**config.mk**
```make
export PLATFORM = sky130hd
export DESIGN_NAME = alu_suma_seq
export DESIGN_NICKNAME = d
export VERILOG_FILES = /design/src/rtl/alu_suma_seq.sv
export SDC_FILE = /design/constraint.sdc
export NUM_CORES = 1
export LEC_CHECK = 0
export CAP_MARGIN = 20
export CORE_MARGIN = 2
export CORE_UTILIZATION = 49
export DETAILED_ROUTE_END_ITERATION = 8
export GPL_TIMING_DRIVEN = 0
export PLACE_DENSITY = 0.89
export RECOVER_POWER = 100
export SETUP_SLACK_MARGIN = 0.2
export SLEW_MARGIN = 25
export SYNTH_ARGS = -nofsm -noshare
export SYNTH_HDL_FRONTEND = slang
export SYNTH_SLANG_ARGS = --single-unit
```
**constraint.sdc**
```tcl
create_clock -name clk -period 5.2 [get_ports clk]
set_input_delay 0.52 -clock clk [delete_from_list [all_inputs] [get_ports clk]]
set_output_delay 0.52 -clock clk [all_outputs]
set_load 0.02 [all_outputs]
```
**src/rtl/alu_suma_seq.sv**
```systemverilog
// alu_suma_seq: multi-cycle adder/subtractor, DIGIT bits per clock, LSB digit first.
//
// Parameters:
//   WIDTH  operand/result width (>= 2)
//   DIGIT  bits processed per clock; must divide WIDTH. N = WIDTH/DIGIT run cycles.
//
// Ports:
//   clk        rising-edge clock
//   rst        asynchronous, active-high reset
//   start      request, sampled while busy = 0 (i.e. in IDLE or DONE)
//   sub        0: a + b + cin, 1: a - b (cin ignored); latched with start
//   cin        carry in for add mode; latched with start
//   a, b       operands; latched with start
//   busy       high while in RUN (exactly N cycles per operation)
//   done       one-cycle pulse when s/cout/ovf have just been updated
//   s          result, holds until the next completion
//   cout       final carry; in sub mode 1 = no borrow (a >= b unsigned)
//   ovf        two's-complement overflow of the signed interpretation
//   state_dbg  current FSM state (0 IDLE, 1 RUN, 2 DONE)
//
// Handshake: a request is accepted on any rising edge where start = 1 and
// busy = 0; the matching result is presented with done = 1 exactly N cycles
// later. start while busy = 1 is ignored. done needs no acknowledge.
module alu_suma_seq #(
    parameter int WIDTH = 8,
    parameter int DIGIT = 4
) (
    input  logic             clk,
    input  logic             rst,
    input  logic             start,
    input  logic             sub,
    input  logic             cin,
    input  logic [WIDTH-1:0] a,
    input  logic [WIDTH-1:0] b,
    output logic             busy,
    output logic             done,
    output logic [WIDTH-1:0] s,
    output logic             cout,
    output logic             ovf,
    output logic [1:0]       state_dbg
);

    localparam int N  = WIDTH / DIGIT;
    localparam int CW = (N > 1) ? $clog2(N) : 1;

    typedef enum logic [1:0] {
        S_IDLE = 2'd0,
        S_RUN  = 2'd1,
        S_DONE = 2'd2
    } state_t;

    state_t           state_q, state_d;
    logic [WIDTH-1:0] a_q, a_d;
    logic [WIDTH-1:0] b_q, b_d;
    logic [WIDTH-1:0] res_q, res_d;
    logic             carry_q, carry_d;
    logic [CW-1:0]    cnt_q, cnt_d;
    logic [WIDTH-1:0] s_q, s_d;
    logic             cout_q, cout_d;
    logic             ovf_q, ovf_d;

    // Datapath for the current digit
    logic [DIGIT:0]   sum_full;
    logic [DIGIT-1:0] digit_sum;
    logic             carry_out;
    logic             carry_into_msb;
    logic [WIDTH-1:0] res_shift;

    always_comb begin
        sum_full  = {1'b0, a_q[DIGIT-1:0]} + {1'b0, b_q[DIGIT-1:0]}
                  + {{DIGIT{1'b0}}, carry_q};
        digit_sum = sum_full[DIGIT-1:0];
        carry_out = sum_full[DIGIT];
        // Carry into the digit's top bit recovered from a ^ b ^ sum at that bit;
        // on the last digit this is the carry into the word MSB.
        carry_into_msb = a_q[DIGIT-1] ^ b_q[DIGIT-1] ^ sum_full[DIGIT-1];
        // New digit enters at the top; after N shifts digit 0 sits at bit 0.
        // Written with shifts so DIGIT = WIDTH needs no zero-width slice.
        res_shift = (res_q >> DIGIT) | (WIDTH'(digit_sum) << (WIDTH - DIGIT));

        state_d = state_q;
        a_d     = a_q;
        b_d     = b_q;
        res_d   = res_q;
        carry_d = carry_q;
        cnt_d   = cnt_q;
        s_d     = s_q;
        cout_d  = cout_q;
        ovf_d   = ovf_q;

        case (state_q)
            S_IDLE, S_DONE: begin
                if (start) begin
                    a_d     = a;
                    // Subtraction as a + ~b + 1
                    b_d     = sub ? ~b : b;
                    carry_d = sub ? 1'b1 : cin;
                    cnt_d   = '0;
                    res_d   = '0;
                    state_d = S_RUN;
                end else begin
                    state_d = S_IDLE;
                end
            end
            S_RUN: begin
                a_d     = a_q >> DIGIT;
                b_d     = b_q >> DIGIT;
                res_d   = res_shift;
                carry_d = carry_out;
                cnt_d   = cnt_q + CW'(1);
                if (cnt_q == CW'(N - 1)) begin
                    s_d     = res_shift;
                    cout_d  = carry_out;
                    ovf_d   = carry_out ^ carry_into_msb;
                    cnt_d   = '0;
                    state_d = S_DONE;
                end
            end
            default: state_d = S_IDLE;
        endcase
    end

    always_ff @(posedge clk or posedge rst) begin
        if (rst) begin
            state_q <= S_IDLE;
            a_q     <= '0;
            b_q     <= '0;
            res_q   <= '0;
            carry_q <= 1'b0;
            cnt_q   <= '0;
            s_q     <= '0;
            cout_q  <= 1'b0;
            ovf_q   <= 1'b0;
        end else begin
            state_q <= state_d;
            a_q     <= a_d;
            b_q     <= b_d;
            res_q   <= res_d;
            carry_q <= carry_d;
            cnt_q   <= cnt_d;
            s_q     <= s_d;
            cout_q  <= cout_d;
            ovf_q   <= ovf_d;
        end
    end

    // busy/done decode directly from the state flop, so they are glitch-free
    assign busy      = (state_q == S_RUN);
    assign done      = (state_q == S_DONE);
    assign s         = s_q;
    assign cout      = cout_q;
    assign ovf       = ovf_q;
    assign state_dbg = state_q;

endmodule
```
# Word-level counts from Yosys, hierarchy flattened

Cells that the tools add are included.

Reductions and logical operators: 5
Add/sub/neg operators: 3
Bitwise gates (word level): 5
Mux-type cells: 16
Equal/unequal tests: 4

Operators by type and width:

| operator                                       | number |
|---|---|
| one-hot mux 8 bit (2 select lines)             | 3 |
| two-way mux 8 bit                              | 4 |
| NOT 8 bit                                      | 1 |
| bitwise OR 4 x 8 -> 8 bit                      | 1 |
| adder 4 x 4 -> 5 bit                           | 1 |
| adder 5 x 1 -> 5 bit                           | 1 |
| two-way mux 1 bit                              | 5 |
| one-hot mux 1 bit (2 select lines)             | 2 |
| one-hot mux 2 bit (2 select lines)             | 1 |
| AND reduction 2 bit                            | 2 |
| bitwise XOR 1 bit                              | 3 |
| == test 2 x 1 -> 1 bit (second input constant) | 1 |
| == test 2 bit (second input constant)          | 1 |
| zero test 2 bit                                | 1 |
| two-way mux 2 bit                              | 1 |
| != test 2 x 1 -> 1 bit (second input constant) | 1 |
| != test 2 bit (second input constant)          | 1 |
| nonzero test 2 bit                             | 1 |
| OR reduction 2 bit                             | 1 |
| adder 1 bit (second input constant)            | 1 |

Flip-flop bits (word level): 38
Output and inout bits: 14
Input bits: 21

# Depth between registers and ports, before layout

Depth after elaboration: 4
Gate-level depth with buffers: 7
Depth with buffers taken out: 7

# Worst setup path before layout

No wires, ideal clock.

Path type: reg-to-reg
From: reg a_q[0]
To: reg ovf_q (netlist: ovf)
Buffers on the path: 0
Slack: 3.559 ns
Stages on the path, launching flop included: 8
Data arrival time: 1.517 ns
Required time: 5.076 ns
Period minus slack after synthesis: 1.641 ns
Cells stage by stage: dfrtp_1 -> fa_1 -> inv_1 -> fa_1 -> nand2b_1 -> o2bb2ai_1 -> xnor2_1 -> o21ai_1

Cells in the longest elaborated chain, start to end: 4

Ends and longest elaborated chain:

| item                     | RTL line | RTL |
|---|---|---|
| start: declaration       | 53       | `logic [WIDTH-1:0] a_q, a_d;` |
| start signal: assignment | 126      | `a_q <= '0;` |
| start signal: assignment | 136      | `a_q <= a_d;` |
| adder 4 x 4 -> 5 bit (*) | 70       | `sum_full = {1'b0, a_q[DIGIT-1:0]} + {1'b0, b_q[DIGIT-1:0]}` |
| adder 5 x 1 -> 5 bit (*) | 71       | `+ {{DIGIT{1'b0}}, carry_q};` |
| bitwise XOR 1 bit        | 76       | `carry_into_msb = a_q[DIGIT-1] ^ b_q[DIGIT-1] ^ sum_full[DIGIT-1];` |
| bitwise XOR 1 bit (*)    | 114      | `ovf_d = carry_out ^ carry_into_msb;` |
| end signal: assignment   | 143      | `ovf_q <= ovf_d;` |
| end: declaration         | 60       | `logic ovf_q, ovf_d;` |

Mark *: on every way between the ends. The rest lies on a longest branch, timed or not.
A chain may end at the register's enable or synchronous reset.

# Worst setup path in the final report

From: reg state_q[1] (netlist: state_dbg[1])
To: out busy

Cells in the longest elaborated chain, start to end: 1

Ends and longest elaborated chain:

| item                     | RTL line | RTL |
|---|---|---|
| start: declaration       | 52       | `state_t state_q, state_d;` |
| start signal: assignment | 135      | `state_q <= state_d;` |
| == test 2 x 1 -> 1 bit   | 148      | `assign busy = (state_q == S_RUN);` |
| end: declaration         | 35       | `output logic busy,` |

No other way between the ends.

==> qor.txt <==
Worst setup margin - 2.60 ns
Reg2Reg Depth - 7
Critical Path RT - 4.68 ns
Syn Nets - 159
Io pins - 35
Worst Hold Depth - 2
Vias per inst - 5.33
Clock group share of total power - 0.128
Total wire length - 2900 µm
Crit path DAT - 2.08 ns
Mapped Area - 1510 µm²
Layout cell share with drive strength beyond 1 - 0.0805
Met2 wire length - 1490 µm
Vias - 1103
Root Buffer - clkbuf_4
Seq/Total Area, Yosys - 0.564
Critical-path maximum fanout - 10
Final period util - 0.499
Die area - 3540 µm²
DR pass1 iterations - 4
Post-synth cell types - 28
Critical path class - reg -> out
Seq pwr share - 0.392
Post-route ant nets - 0
Syn Inst Count - 133
Fill cells - 242
Comb pwr share - 0.480
Chip width - 59.5 µm
Iteration-0 DRC Markers - 23
Area growth syn-to-layout - 27.4%
Hold buffers post-CTS - 0
Clk buf depth - 2
WL/cell - 14.0 µm
Fin Setup TNS - 0 ns
Num Clock Sinks - 34
Die Y - 59.5 µm
Post-CTS Setup Bufs - 0
Total GRT Usage - 0.193
Unrepaired setup endpoints after global routing - false
Final-stage net count - 199
Clock-pin slew on the worst setup and hold paths - 0.10 ns
HP Class - reg -> reg
FF-to-FF setup slack - 3.41 ns
Seq cells post-synth - 34
Gpl congestion - 0.936
Worst R2R Start - a_q[0]
CP Launch Type - flop
Sw Pwr - 466 µW
Met3 WL - 172 µm
Worst skew pair latency - 0.33 ns
Number of synthesized flops with an enable pin - 0
Antenna fix cells - 0
Synth Flop Type - dfrtp_1
Sw Share - 0.399
Largest net degree at the start of global routing - 35
First-pass GRT wire length - 5000 µm
Resize count post-CTS - 0
CTS tree - built
Outcome - complete, no violations
Max Fclk - 385 MHz
Starting density of the core - 0.507
FP Rows - 20
Max-slew violation count - 0
H-tree Lvls - 2
Hold Startpoint - ovf
Worst VDD drop - 0.000361 V
Final Hold Viols - 0
Tmin final - 2.60 ns
Setup slack after placement - 3.10 ns
Synth warn - 0
DRC viols - 0
PD cells - 608 nW/µm²
Met1 wire length - 1200 µm
Top sig layer - met4
IO buf count - 33
Worst rel slew slack - 0.181
CP Capture Type - output pin
Final setup fails - 0
DP Wirelength - 2180 µm
RR Endpoint - ovf
P_int - 703 µW
Core box area - 2980 µm²
CTS buffer count - 5
Slew @ Worst Pin - 1.23 ns
Via count of the first global-routing pass - 1154
Syn_area_per_cell - 11.3 µm²
Max Cap Violations - 0
LEAKAGE - 0.000893 µW
Initial antenna violation count - 0
Clock Skews - 0.00781 ns
Worst hold endpoint - ovf
Aggregate global routing overflow - 0
FFs w/ async S/R, synth - 1.00
sequential cells by signal, summed over array words and instances (netlist names):
register,count
carry_q,1
state_dbg,2
ovf,1
b_q,8
cnt_q,1
res_q,4
a_q,8
cout,1
s,8
cells by family after synthesis:
group	Yosys count	synth area share
buffers and inverters	13	0.0415
AO/OA/AOI/OAI	32	0.146
flip-flops	34	0.564
adder cells (fa/ha/maj)	5	0.0514
XOR/XNOR	11	0.0639
AND/OR/NAND/NOR	33	0.0962
multiplexers	5	0.0373
per-stage QoR:
stage	std cells	hold WS, ns	instance area [µm²]	utilization	total power (µW)
2_1_floorplan	133	0.446	1510	-	857
3_3_place_gp	199	0.459	1880	0.632	1040
3_5_place_dp	199	0.479	1880	0.632	1070
4_1_cts	207	0.501	1940	0.652	1230
5_1_grt	207	0.529	1920	0.645	1270
6_report	207	0.484	1920	0.645	1170
power by group through the flow:
stage                     Combinational, µW  Clock [µW]  Sequential, µW
final                                   560         150             458
after floorplan                         354           0             503
after CTS                               609         151             464
after detailed placement                602           0             469
after global placement                  583           0             461
after global routing                    630         165             476
layout by cell type (no fill, tap or decap), drive strengths merged:
cell type,n
clkdlybuf4s50,17
xnor2,9
clkinv,1
a221o,5
nand2b,3
nor2,6
fa,2
o211ai,1
nand2,21
mux2,5
a21oi,1
nor2b,2
dfrtp,34
clkbuf,12
ha,3
a21o,1
xor2,2
a22oi,3
o2bb2ai,1
buf,2
nor3,1
o21ai,15
a22o,5
dlygate4sd3,16
inv,6
worst max-delay path: stages (launching register included):
cell           delay [ns]
dfrtp_1              0.39
nand2b_1             0.25
inv_1                0.15
buf_2                0.25
dlygate4sd3_1        0.71
cell usage after synthesis (2+ instances only):
cell,n,share of area
xor2_1,2,0.012
a22o_1,5,0.029
nor2b_1,2,0.0083
inv_1,5,0.012
a221o_1,5,0.033
o21ai_1,4,0.013
nor2_1,5,0.012
ha_1,3,0.025
mux2_2,5,0.037
a22oi_1,3,0.015
nand2_1,20,0.050
buf_2,5,0.017
dfrtp_1,34,0.56
o21ai_0,11,0.036
nand2b_1,2,0.0083
xnor2_1,9,0.052
fa_1,2,0.027
per-layer routing:
| metal | up-vias | global-route usage |
|---|---|---|
| met3 | 5 | 0.0764 |
| li1 | 531 | - |
| met4 | 0 | 0.0444 |
| met5 | - | 0 |
| met1 | 528 | 0.223 |
| met2 | 39 | 0.336 |
cell type report:
| cell class | instances | area (µm²) | share of cell area |
|---|---|---|---|
| plain buffers | 7 | 28.8 | 0.0150 |
| multi-input cells | 86 | 588 | 0.306 |
| well taps | 33 | 41.3 | 0.0215 |
| clock inverters | 1 | 5.00 | 0.00260 |
| clock buffers | 7 | 55.1 | 0.0286 |
| inverters | 6 | 22.5 | 0.0117 |
| flip-flops and latches | 34 | 851 | 0.443 |
| repair buffers | 33 | 330 | 0.172 |
how the worst max path moves through the flow:
stage / startpoint / to / cells after the start
4_1_cts: state_dbg[1] / busy / 4
5_1_grt: state_dbg[1] / busy / 4
2_1_floorplan: a_q[0] / ovf / 7
3_3_place_gp: state_dbg[1] / busy / 4
3_5_place_dp: state_dbg[1] / busy / 4
6_report: state_dbg[1] / busy / 4
Note: power is estimated with default switching activity, not from simulation.
